`src/rtl/serial_subtractor_ctrl_if.sv`:
```
// Handshake and operand/result bundle for the bit-serial subtractor controller.
interface serial_subtractor_ctrl_if #(
  parameter int unsigned WIDTH = 8
);
  logic             start;
  logic [WIDTH-1:0] a_in;
  logic [WIDTH-1:0] b_in;
  logic             ready;
  logic             busy;
  logic             valid;
  logic             ack;
  logic [WIDTH-1:0] diff;
  logic             bout;

  modport master (
    output start, a_in, b_in, ack,
    input  ready, busy, valid, diff, bout
  );

  modport slave (
    input  start, a_in, b_in, ack,
    output ready, busy, valid, diff, bout
  );
endinterface

```
`src/rtl/serial_subtractor_ctrl.sv`:
```
// Bit-serial unsigned subtractor: one full-subtractor step per cycle, LSB first,
// result held with valid until acknowledged.
module serial_subtractor_ctrl #(
  parameter int unsigned WIDTH = 8
) (
  input logic                     clk,
  input logic                     rst,
  serial_subtractor_ctrl_if.slave bus
);

  localparam int unsigned CW = $clog2(WIDTH + 1);

  typedef enum logic [1:0] {
    IDLE = 2'd0,
    RUN  = 2'd1,
    DONE = 2'd2
  } state_t;

  state_t           state, state_nxt;
  logic [WIDTH-1:0] a_sh, b_sh, r_sh;
  logic             br;
  logic [CW-1:0]    cnt;
  logic             ready_q, busy_q, valid_q, bout_q;
  logic [WIDTH-1:0] diff_q;
  logic             ready_nxt, busy_nxt, valid_nxt;

  logic             d_c, br_c, last_c;
  logic [WIDTH-1:0] r_nxt_c;

  // Two cascaded half-subtractors plus borrow OR on the current LSBs
  always_comb begin
    d_c     = a_sh[0] ^ b_sh[0] ^ br;
    br_c    = (~a_sh[0] & b_sh[0]) | (~(a_sh[0] ^ b_sh[0]) & br);
    r_nxt_c = (r_sh >> 1) | (WIDTH'(d_c) << (WIDTH - 1));
    last_c  = (cnt == CW'(WIDTH - 1));
  end

  always_ff @(posedge clk) begin
    if (rst) state <= IDLE;
    else     state <= state_nxt;
  end

  always_comb begin
    state_nxt = state;
    case (state)
      IDLE:    if (bus.start) state_nxt = RUN;
      RUN:     if (last_c)    state_nxt = DONE;
      DONE:    if (bus.ack)   state_nxt = IDLE;
      default:                state_nxt = IDLE;
    endcase
  end

  // Status flags are decoded from the next state so they register in step with it
  always_comb begin
    ready_nxt = 1'b0;
    busy_nxt  = 1'b0;
    valid_nxt = 1'b0;
    case (state_nxt)
      IDLE:    ready_nxt = 1'b1;
      RUN:     busy_nxt  = 1'b1;
      DONE:    valid_nxt = 1'b1;
      default: ready_nxt = 1'b1;
    endcase
  end

  always_ff @(posedge clk) begin
    if (rst) begin
      ready_q <= 1'b1;
      busy_q  <= 1'b0;
      valid_q <= 1'b0;
    end else begin
      ready_q <= ready_nxt;
      busy_q  <= busy_nxt;
      valid_q <= valid_nxt;
    end
  end

  // Operand/result shift registers; diff/bout only change on the final step
  always_ff @(posedge clk) begin
    if (rst) begin
      a_sh   <= '0;
      b_sh   <= '0;
      r_sh   <= '0;
      br     <= 1'b0;
      cnt    <= '0;
      diff_q <= '0;
      bout_q <= 1'b0;
    end else begin
      case (state)
        IDLE: begin
          if (bus.start) begin
            a_sh <= bus.a_in;
            b_sh <= bus.b_in;
            br   <= 1'b0;
            cnt  <= '0;
          end
        end
        RUN: begin
          a_sh <= a_sh >> 1;
          b_sh <= b_sh >> 1;
          r_sh <= r_nxt_c;
          br   <= br_c;
          cnt  <= cnt + CW'(1);
          if (last_c) begin
            diff_q <= r_nxt_c;
            bout_q <= br_c;
          end
        end
        default: ;
      endcase
    end
  end

  assign bus.ready = ready_q;
  assign bus.busy  = busy_q;
  assign bus.valid = valid_q;
  assign bus.diff  = diff_q;
  assign bus.bout  = bout_q;

endmodule

```
`src/flat_wrapper.sv`:
```
// flat-port wrapper written by rule: the top's interface ports become plain ports
module serial_subtractor_ctrl_flat 
#(
  parameter int unsigned WIDTH = 8
)
  (clk, rst, bus_start, bus_a_in, bus_b_in, bus_ack, bus_ready, bus_busy, bus_valid, bus_diff, bus_bout);
  serial_subtractor_ctrl_if #(.WIDTH(WIDTH)) bus_i ();
  input logic clk;
  input logic rst;
  input wire logic [$bits(bus_i.start)-1:0] bus_start;
  input wire logic [$bits(bus_i.a_in)-1:0] bus_a_in;
  input wire logic [$bits(bus_i.b_in)-1:0] bus_b_in;
  input wire logic [$bits(bus_i.ack)-1:0] bus_ack;
  output wire logic [$bits(bus_i.ready)-1:0] bus_ready;
  output wire logic [$bits(bus_i.busy)-1:0] bus_busy;
  output wire logic [$bits(bus_i.valid)-1:0] bus_valid;
  output wire logic [$bits(bus_i.diff)-1:0] bus_diff;
  output wire logic [$bits(bus_i.bout)-1:0] bus_bout;
  assign bus_i.start = bus_start;
  assign bus_i.a_in = bus_a_in;
  assign bus_i.b_in = bus_b_in;
  assign bus_i.ack = bus_ack;
  assign bus_ready = bus_i.ready;
  assign bus_busy = bus_i.busy;
  assign bus_valid = bus_i.valid;
  assign bus_diff = bus_i.diff;
  assign bus_bout = bus_i.bout;
  serial_subtractor_ctrl #(.WIDTH(WIDTH)) u_core (.clk(clk), .rst(rst), .bus(bus_i));
endmodule
```
`config.mk`:
```
export PLATFORM = sky130hd
export DESIGN_NAME = serial_subtractor_ctrl_flat
export DESIGN_NICKNAME = d
export VERILOG_FILES = /design/src/rtl/serial_subtractor_ctrl_if.sv /design/src/rtl/serial_subtractor_ctrl.sv /design/src/flat_wrapper.sv
export SDC_FILE = /design/constraint.sdc
export NUM_CORES = 1
export LEC_CHECK = 0
export ABC_AREA = 1
export ABC_CLOCK_PERIOD_IN_PS = 2450
export BUFFER_PORTS_ARGS = -buffer_cell sky130_fd_sc_hd__clkbuf_2
export CAP_MARGIN = 20
export CORE_UTILIZATION = 30
export CTS_CLUSTER_SIZE = 30
export DETAILED_ROUTE_END_ITERATION = 8
export MAX_ROUTING_LAYER = met4
export PLACE_DENSITY_LB_ADDON = 0.12
export SLEW_MARGIN = 20
export SYNTH_ARGS = -nofsm -noshare
export SYNTH_HDL_FRONTEND = slang
export SYNTH_SLANG_ARGS = --single-unit
```
`constraint.sdc`:
```
create_clock -name clk -period 2.45 [get_ports clk]
set_clock_uncertainty 0.2 [all_clocks]
set_input_delay 0.245 -clock clk [delete_from_list [all_inputs] [get_ports clk]]
set_output_delay 0.245 -clock clk [all_outputs]
set_load 0.005 [all_outputs]
```
Word-level counts from Yosys, hierarchy flattened
Index checks and enable logic that the tools add are counted.
- memories kept: 0
- flip-flop bits (word level): 43
- output and inout port bits: 12
- bits in latches: 0
- input bits: 20
- bits in read-only memories: 0
- memory bits (writable): 0
- word-level logic and storage cells: 46
- shift-type cells: 0
- div/mod/pow operators: 0
- mux-type cells: 15
- equality and inequality tests: 6
- reduce and logical (&&, ||, !) cells: 5
- magnitude comparators: 0
- bitwise logic cells: 8
- multiply operators: 0
- add/sub/neg operators: 1
- operators by type and width (kind ; number):
    $pmux W8 S2 ; 2
    $mux W8 ; 2
    $or A7 B8 Y8 ; 1
    $pmux W4 S2 ; 1
    $mux W2 ; 3
    $pmux W2 S3 ; 1
    $add A4 B1 Y4 const B ; 1
    $eq A2 B1 Y1 const B ; 2
    $eq A2 B2 Y1 const B ; 2
    $eq A4 B3 Y1 const B ; 1
    $mux W1 ; 4
    $mux W4 ; 1
    $reduce_and A2 Y1 ; 2
    $and A1 B1 Y1 ; 2
    $logic_not A2 Y1 ; 1
    $ne A2 B2 Y1 const B ; 1
    $not A1 Y1 ; 2
    $pmux W1 S2 ; 1
    $reduce_bool A2 Y1 ; 1
    $reduce_or A2 Y1 ; 1
    $xor A1 B1 Y1 ; 2
    $or A1 B1 Y1 ; 1

Logic depth before layout (Yosys ltp)
- word-level depth: 6
- depth in mapped cells: 10
- gate-level depth less buffers: 9

Least setup slack after synthesis
Ideal clock, no wire load.
- path kind: reg-to-reg
- start point: register u_core.cnt[0]
- end point: register u_core.ready_q, in the netlist u_core.bus.ready
- arrival: 1.529 ns
- data required time: 2.127 ns
- setup time: 0.123 ns
- stages on the path, launching flop included: 8
- path buffers: 0
- setup slack: 0.598 ns
- period minus slack after synthesis: 1.852 ns
- path through: dfxtp_1 -> ha_1 -> nand2_1 -> nor2_1 -> o21ai_2 -> inv_1 -> ha_1 -> or2_2
- longest elaborated chain between the ends: 6
- elaborated cells between the ends (all ways): 7
- classes of those cells: eq/ne: 3; mux: 3; reduce/logical: 1
- RTL lines (element ; RTL line ; text):
    start, declared ; serial_subtractor_ctrl.sv:22 ; logic [CW-1:0] cnt;
    start signal, assigned ; serial_subtractor_ctrl.sv:103 ; cnt <= cnt + CW'(1);
    $eq A4 B3 Y1 * ; serial_subtractor_ctrl.sv:35 ; last_c = (cnt == CW'(WIDTH - 1));
    $mux W2 * ; serial_subtractor_ctrl.sv:47 ; RUN: if (last_c) state_nxt = DONE;
    $pmux W2 S3 * ; serial_subtractor_ctrl.sv:45 ; case (state)
    via u_core.state_nxt[0] ; serial_subtractor_ctrl.sv:19 ; state_t state, state_nxt;
    $eq A2 B1 Y1 or $eq A2 B2 Y1 (tied branches) ; serial_subtractor_ctrl.sv:58 ; case (state_nxt)
    $reduce_or A2 Y1 (no source line) * ; - ;
    $mux W1 * ; serial_subtractor_ctrl.sv:58 ;
    via u_core.ready_nxt ; serial_subtractor_ctrl.sv:25 ; logic ready_nxt, busy_nxt, valid_nxt;
    end signal, assigned ; serial_subtractor_ctrl.sv:72 ; ready_q <= ready_nxt;
    end, declared ; serial_subtractor_ctrl.sv:23 ; logic ready_q, busy_q, valid_q, bout_q;
Mark *: on every way through the listed nets, which the timed path passes. The rest lies on a longest branch.
A chain may end at the register's enable or synchronous reset.

Final worst setup path
- start point: register u_core.state[1]
- end point: register u_core.ready_q, in the netlist u_core.bus.ready
- longest elaborated chain between the ends: 5
- elaborated cells between the ends (all ways): 11
- classes of those cells: eq/ne: 4; mux: 5; reduce/logical: 2
- RTL lines (element ; RTL line ; text):
    start, declared ; serial_subtractor_ctrl.sv:19 ;
    start signal, assigned ; serial_subtractor_ctrl.sv:40 ; else state <= state_nxt;
    $eq A2 B2 Y1 (tied with other cells) ; serial_subtractor_ctrl.sv:45 ;
    $pmux W2 S3 * ; serial_subtractor_ctrl.sv:45 ;
    via u_core.state_nxt[1] ; serial_subtractor_ctrl.sv:19 ;
    $eq A2 B1 Y1 or $eq A2 B2 Y1 (tied branches) ; serial_subtractor_ctrl.sv:58 ;
    $reduce_or A2 Y1 (no source line) * ; - ;
    $mux W1 * ; serial_subtractor_ctrl.sv:58 ;
    via u_core.ready_nxt ; serial_subtractor_ctrl.sv:25 ;
Marks and branches as above.

==> metrics <==
Yosys reg bits 42; Post-Syn Area about 1900 um2; Main synth FF type dfxtp_1; Final Wtd Congestion just over 0.7; core area approximately 6000 um2; global-route wire length before repair ~7000 um; HP Class in2reg; crit path capture type flop; routed via count approximately 1600; FF+latch area 840.8 um2; Synth Area per Inst between 7 and 8 um2; DRT antenna net count 0; status complete, no violations; Iter 0 DRT Violations ~110; Period Utilization, post-route 0.8072; TritonRoute pass-1 iters 4; Critical Path RT about 2.4 ns; vias in the first global route about 1500; overall routing resource usage 0.1436; Synth area leader dfxtp_1; drt drc 0; M3 GR Usage 0.03371; Routed WL per cell approximately 11 um; total CTS buffers 5; Worst setup SP type flop; clk slew on worst S/H paths 0.08 ns; H-tree levels 2; die footprint 6589 um2; peak supply drop between 200 and 300 uV; die extent in x 81.18 um; CP max FO 11; nets approximately 320; routed wire length roughly 3900 um; post-synthesis sequential area ratio 0.4471; grt total ovfl 0; critical path class reg2reg; post-synth net total 291; top-area cell type share of the netlist area 0.4471; Worst-Skew Late Latency 0.29 ns; Max Cap Violations 0; maximum root-to-sink buffer count 2; fmax ~500 MHz; dominant cell by count in the synthesized netlist nor2_1; yosys synthesis warning count 0; largest net degree at the start of global routing 24; ys async rst share 0; number of fillers in the final layout about 680; TritonCTS clock tree done; Final Max Slew Viols 0; Area Overhead vs Synth 16.37%; initial antenna violation count 0; WP data arrival about 2.0 ns; multi-input logic area between 800 and 900 um2; Synth Instances roughly 270; ranking of synthesized cells by area dfxtp_1 45%, nor2_1 12%, nand2_1 11%, nand3_1 8.3%, inv_1 6.2%; Distinct cells, synth 22; Port Buffers 31; Inserted Diodes 0; Setup Viol. Count Final 0; Via density approximately 4.3; Die Ht approximately 81 um; WHS Path Cells 3; worst slew pin tran 0.6456 ns; GR peak layer met2; pwr dens 623.1 nW/um2; Tmin final 1.978 ns; Root Driver clkbuf_8; RSZ-0062 raised after global routing no; R2R depth 7; Sink Count 42; static leakage a little over 1 nW; grt met1 use 0.1892; row cnt 28; EDFF count, synth 0; met2 Use GR 0.2143; worst rel slew slack 0.5691; Final HPWL DP 2753 um; Final Power approximately 1.4 mW; Post-synth top cells 62 x nor2_1, 53 x nand2_1, 42 x dfxtp_1; Starting Density 0.3139; # IOs 32; Resized Gates After CTS 0; final hold vios 0; share of layout cells above drive strength 1 0.1667; setup_tns 0 ns
==> critical path: stages, from the launching register on <==
cell and delay, ns:
dfxtp_1 0.35, inv_1 0.09, nand2_1 0.29, nor2_8 0.29
inv_1 0.08, nand2_1 0.09, ha_1 0.22, or2_2 0.26
==> power breakdown <==
group	internal [mW]	switching, mW
registers	0.716	0.0164
logic	0.0644	0.102
clock network	0.228	0.237
==> layer usage <==
| layer | up-vias | part of all wire |
|---|---|---|
| met1 | 684 | 0.54 |
| met5 | - | 0 |
| met4 | 0 | 0.012 |
| met3 | 5 | 0.033 |
| met2 | 29 | 0.41 |
| li1 | 888 | - |
==> kinds of logic (layout without fill, tap and decap cells) <==
family          after synthesis  count (layout)  share of synthesized area
flops                        42              42                     0.4471
buf+inv                      44              77                     0.1084
simple gates                156             156                     0.3560
fa+ha+maj                     4               4                    0.03061
compound gates               21              21                    0.05788
==> layout make-up <==
cell class	count	area share
clock inverters	1	0.002287
clock buffers	7	0.03945
multi-input cells	181	0.3819
well taps	75	0.04288
inverters	31	0.05317
repair buffers	38	0.09606
flip-flops and latches	42	0.3842
==> path summary, 6_finish.rpt <==
check	slack (ns)	to	from
setup / recovery	0.47	u_core.bus.ready	u_core.state[1]
hold / removal	0.007	u_core.b_sh[7]	bus_b_in[7]
setup reg to reg	0.47	u_core.bus.ready	u_core.state[1]
hold reg to reg	0.25	u_core.r_sh[5]	u_core.r_sh[5]
==> state kept, by name (all words and copies together) (netlist names) <==
name	flops
u_core.bus.diff	8
u_core.b_sh	8
u_core.a_sh	8
u_core.bus.bout	1
u_core.bus.ready	1
u_core.bus.valid	1
u_core.cnt	4
u_core.state	2
u_core.r_sh	7
u_core.bus.busy	1
u_core.br	1
==> layout by cell type (no fill, tap or decap) <==
| cell | count |
|---|---|
| ha_1 | 3 |
| o21ai_2 | 1 |
| clkbuf_2 | 31 |
| dlygate4sd3_1 | 1 |
| nor2_2 | 1 |
| or2_2 | 2 |
| fa_1 | 1 |
| buf_4 | 6 |
| nand3b_1 | 5 |
| nand3_1 | 31 |
| clkinv_2 | 1 |
| o21ai_0 | 9 |
| clkbuf_1 | 1 |
| nor2_1 | 62 |
| clkbuf_8 | 6 |
| inv_1 | 31 |
| a21oi_1 | 11 |
| nand2_1 | 53 |
| nand2_2 | 1 |
| dfxtp_1 | 42 |
| nor2_8 | 1 |
==> per-stage QoR <==
stage / area (um2) / instances / hold slack (ns) / utilization / worst slack (ns)
after floorplan: 1881 / 267 / 0.1850 / - / 0.5975
after global placement: 2087 / 366 / 0.2440 / 0.3484 / 0.4943
final: 2188 / 375 / 0.007494 / 0.3653 / 0.4724
after CTS: 2188 / 375 / 0.001021 / 0.3653 / 0.4322
after detailed placement: 2087 / 366 / 0.2465 / 0.3484 / 0.4663
after global routing: 2188 / 375 / 0.001095 / 0.3653 / 0.2512
==> what timing repair did <==
item,in CTS,in global routing
buffers inserted,0,0
hold endpoints to repair,1,0
hold buffers,1,0
(Power assumes the default switching activity.)
